**src/rtl/ser_pkg.sv**
```systemverilog
// Shared constants for the bit serializer: state encoding, default width, parity helper.
// The parity helper is used when the SER_PARITY_EN build option is enabled.
package ser_pkg;

  localparam logic IDLE  = 1'b0;
  localparam logic SHIFT = 1'b1;

  localparam int SER_WIDTH = 16;

  // Zero-extension leaves parity unchanged, so one 64-bit helper serves any width up to 64.
  function automatic logic even_parity(input logic [63:0] d);
    return ^d;
  endfunction

endpackage

```
**src/rtl/bit_serializer.sv**
```systemverilog
// Parallel-to-serial front end: WIDTH-bit word out LSB first, valid/ready load, pause stall.
// Build option SER_PARITY_EN appends an even-parity bit, making each frame WIDTH+1 cycles.
module bit_serializer
  import ser_pkg::*;
#(
  parameter  int WIDTH = SER_WIDTH,
  localparam int CNT_W = $clog2(WIDTH + 1)
) (
  input  logic             clk,
  input  logic             rst,
  input  logic             load_valid,
  input  logic [WIDTH-1:0] load_data,
  output logic             load_ready,
  input  logic             pause,
  output logic             ser_bit,
  output logic             ser_valid,
  output logic             frame_done,
  output logic             busy
);

`ifdef SER_PARITY_EN
  localparam logic [CNT_W-1:0] LAST = CNT_W'(WIDTH);
`else
  localparam logic [CNT_W-1:0] LAST = CNT_W'(WIDTH - 1);
`endif

  logic             state_q;
  logic [WIDTH-1:0] shreg_q;
  logic [CNT_W-1:0] cnt_q;
  logic             msb_in;
  logic             load_fire;

`ifdef SER_PARITY_EN
  logic par_q;

  // Parity waits here and enters the MSB on the first shift, reaching bit 0 after WIDTH shifts.
  always_ff @(posedge clk) begin
    if (rst) begin
      par_q <= 1'b0;
    end else if (load_fire) begin
      par_q <= even_parity(64'(load_data));
    end else if (state_q == SHIFT && !pause) begin
      par_q <= 1'b0;
    end
  end

  assign msb_in = par_q;
`else
  assign msb_in = 1'b0;
`endif

  always_comb begin
    ser_bit    = shreg_q[0];
    busy       = (state_q == SHIFT);
    ser_valid  = busy && !pause;
    frame_done = ser_valid && (cnt_q == LAST);
    load_ready = (state_q == IDLE) || frame_done;
    load_fire  = load_valid && load_ready;
  end

  always_ff @(posedge clk) begin
    if (rst) begin
      state_q <= IDLE;
      shreg_q <= '0;
      cnt_q   <= '0;
    end else if (load_fire) begin
      state_q <= SHIFT;
      shreg_q <= load_data;
      cnt_q   <= '0;
    end else if (state_q == SHIFT && !pause) begin
      if (cnt_q == LAST) begin
        state_q <= IDLE;
        shreg_q <= '0;
        cnt_q   <= '0;
      end else begin
        shreg_q <= {msb_in, shreg_q[WIDTH-1:1]};
        cnt_q   <= cnt_q + CNT_W'(1);
      end
    end
  end

endmodule

```
**config.mk**
```make
export PLATFORM = sky130hd
export DESIGN_NAME = bit_serializer
export DESIGN_NICKNAME = d
export VERILOG_FILES = /design/src/rtl/ser_pkg.sv /design/src/rtl/bit_serializer.sv
export SDC_FILE = /design/constraint.sdc
export NUM_CORES = 1
export LEC_CHECK = 0
export CORE_MARGIN = 2
export CORE_UTILIZATION = 50
export DETAILED_ROUTE_END_ITERATION = 12
export PLACE_DENSITY = 0.78
export SLEW_MARGIN = 20
export SYNTH_ARGS = -nofsm -noshare
export SYNTH_HDL_FRONTEND = slang
export SYNTH_SLANG_ARGS = --single-unit
export TNS_END_PERCENT = 10
```
**constraint.sdc**
```tcl
create_clock -name clk -period 1.8 [get_ports clk]
set_clock_uncertainty 0.1 [all_clocks]
set_input_delay 0.36 -clock clk [delete_from_list [all_inputs] [get_ports clk]]
set_output_delay 0.36 -clock clk [all_outputs]
set_load 0.05 [all_outputs]
```
==> run_results.csv <==
group,metric,value,unit
power_and_ir_drop,power.total,0.00117,W
clocking,cts_root_buffer,"clkbuf_4",
critical_path,cp_cell_sequence,"ha_4 -> nand4b_1 -> buf_4 -> o21ai_4 -> buf_12",
final_layout,diodes,0,
synth,ys.flop_type,"dfxtp_1",
synth,syn-cell-area,1240,um2
sta,tns,-0.194,ns
sta,setup_ws,-0.130,ns
sta,slew_headroom,84.6,%
clocking,insertion_delay,0.32,ns
final_layout,drive_gt1_share,23.3,%
critical_path,cp_num_cells,5,
worst_hold_path,holdPathStages,2,
critical_path,required,1.34,ns
critical_path,crit_family,"flip-flops",
critical_path,reg2reg_slack,0.14,ns
clocking,cts_buffers,3,
clocking,cts_tree,"built",
routing,wire_per_inst,15.6,um
clocking,cts.sinks,22,
routing,drc,0,
final_layout,fillCellCount,177,
sta,timing.fmax,0.518,GHz
final_layout,fin_nets,215,
grt,antenna_found_initial,0,
synth,synth-edff-count,0,
placed_design,dpl-instance-area,1630,um2
final_layout,stdcell_area,1770,um2
sta,worst_pin_slew,0.227,ns
worst_hold_path,hp-class,"reg -> reg",
placed_design,dp_hpwl,2400,um
routing,first_pass_iters,4,
sta,setup_viol,2,
routing,viasPerCell,6.18,
critical_path,end_kind,"primary output",
job,cap_violations,0,
critical_path,cp.arrival,1.47,ns
critical_path,critical-path-slowest-cell,"dfxtp_2",
worst_hold_path,worst_hold_startpoint,"shreg_q[15]$_SDFFE_PP0P_",
grt,grt_max_degree,19,
synth,avgSynthCellArea,8.04,um2
synth,synth.distinct_cells,29,
clocking,clockBufferDepth,2,
critical_path,r2r_end,"cnt_q[0]$_SDFFE_PP0P_",
clocking,htree_levels,1,
routing,wirelength,3490,um
critical_path,cp_slowest_stage_delay,0.38,ns
synth,seq_area_frac_synth,35.6,%
grt,grt_pass1_wl,5380,um
routing,first_iter_violations,43,
sta,hold_viol_final,0,
critical_path,cp_num_buf_inv,2,
final_layout,final_common_cell,"nand3_1",
floorplan,core_area,2410,um2
critical_path,r2r-start,"cnt_q[0]$_SDFFE_PP0P_",
worst_hold_path,whs_endpoint,"shreg_q[15]$_SDFFE_PP0P_",
synth,yosys_warnings,0,
power_and_ir_drop,ir_drop,0.000499,V
routing,vias,1378,
synth,syn_inst,154,
floorplan,dieArea,2890,um2
grt,grt_pass1_vias,1260,
synth,synth-seq-cells,22,
run_status,violations,"negative setup slack",
placed_design,place.gp.congestion,0.822,
sta,period_share,107,%
synth,syn-num-nets,175,
floorplan,row_count,18,
run_status,outcome,"finished, violations left",
critical_path,criticalPathCategory,"reg -> out",
grt,overflow,0,
final_layout,area_growth,42.8,%
floorplan,initial_utilization,51.3,%
final_layout,fin_cells,223,
grt,grt_usage,25.6,%
clocking,path_clk_slew,0.14,ns
final_layout,mostFrequentLayoutCells,"nand3_1, buf_4, clkdlybuf4s50_1, dfxtp_1, nand2_1",
sta,drv_slew,0,
synth,async_flop_share,0,%
floorplan,die_w,53.8,um
critical_path,cp-start-kind,"flop",
routing,ant_nets,0,
power_and_ir_drop,p_per_area,660,nW/um2
critical_path,crit_fanout,2,
placed_design,dpl.cell_count,213,
sta,hold-worst-slack,0.393,ns
floorplan,dieHeight,53.8,um
sta,min_period,1.93,ns
floorplan,pin_count,25,
sta,rsz0062_at_grt,"yes",
power_and_ir_drop,power.leakage,0.634,nW
critical_path,rr_worst_depth,6,
placed_design,place.port_buffers,24,
## metal layers
metal  GRT usage, %  share of wire [%]  up-vias
met2           43.9                 48       67
met1           31.3                 42      647
li1               -                  -      653
met4           12.8                2.2        0
met3           3.06                7.3       11
met5              0                  0        -
## flip-flops by register name, indices dropped and copies added (netlist names)
name / count
cnt_q: 5
busy: 1
shreg_q: 16
## tightest hold or removal path, cell delays in order, from the launching register on
cell     delay (ns)
dfxtp_1        0.33
nand3_1        0.06
a31oi_1        0.06
## area by class of cell
cell class / count / area [um2] / share of cell area [%]
flip-flops and latches: 22 / 448 / 25.4
multi-input cells: 114 / 738 / 41.8
inverters: 2 / 10.0 / 0.567
well taps: 30 / 37.5 / 2.12
repair buffers: 51 / 480 / 27.2
clock inverters: 1 / 30.0 / 1.70
clock buffers: 3 / 22.5 / 1.27
## where the power goes
group / switching [W] / internal (W) / leakage (nW) / total [W]
Clock: 0.000164 / 0.000225 / 0.0279 / 0.000389
Sequential: 0.0000218 / 0.000512 / 0.182 / 0.000534
Combinational: 0.000116 / 0.000126 / 0.424 / 0.000242
Total: 0.000302 / 0.000864 / 0.634 / 0.00117
## kinds of logic after synthesis
family                   after synthesis  share of synthesized area [%]
AND/OR/NAND/NOR                       72                           29.6
AO/OA/AOI/OAI                         32                           18.7
flip-flops                            22                           35.6
buffers and inverters                 18                           7.89
multiplexers                           8                           6.47
XOR/XNOR                               1                          0.708
adder cells (fa/ha/maj)                1                           1.01
## cells in the mapped netlist, types with 3 or more instances
| cell | n | area [um2] |
|---|---|---|
| nand2_1 | 10 | 37.5 |
| a31oi_1 | 9 | 56.3 |
| o21a_1 | 8 | 60.1 |
| dfxtp_1 | 22 | 440 |
| buf_2 | 8 | 40.0 |
| a21oi_1 | 3 | 15.0 |
| a41oi_1 | 8 | 70.1 |
| clkbuf_1 | 4 | 15.0 |
| mux2i_1 | 8 | 80.1 |
| nand2b_1 | 3 | 18.8 |
| nand3_1 | 50 | 250 |
## worst max path at each step
stage / from / to
floorplan: busy$_SDFFE_PP0P_ / frame_done
detailed placement: pause / frame_done
global placement: pause / frame_done
finish: cnt_q[1]$_SDFFE_PP0P_ / load_ready
CTS: cnt_q[1]$_SDFFE_PP0P_ / load_ready
global route: cnt_q[0]$_SDFFE_PP0P_ / load_ready
## repair_timing
item,CTS,global route
hold buffers,0,0
gates resized for setup,7,5
setup endpoints to repair,3,3
pin swaps,2,1
hold endpoints to repair,0,0
buffers inserted,4,2
## stage by stage
| stage | utilization (%) | setup slack [ns] |
|---|---|---|
| 3_3_place_gp | 67.5 | -0.0328 |
| 5_1_grt | 73.3 | -0.175 |
| 3_5_place_dp | 67.5 | -0.0556 |
| 2_1_floorplan | - | -0.125 |
| 4_1_cts | 72.0 | -0.117 |
| 6_report | 73.3 | -0.130 |
Power figures use the tool's default switching activity.
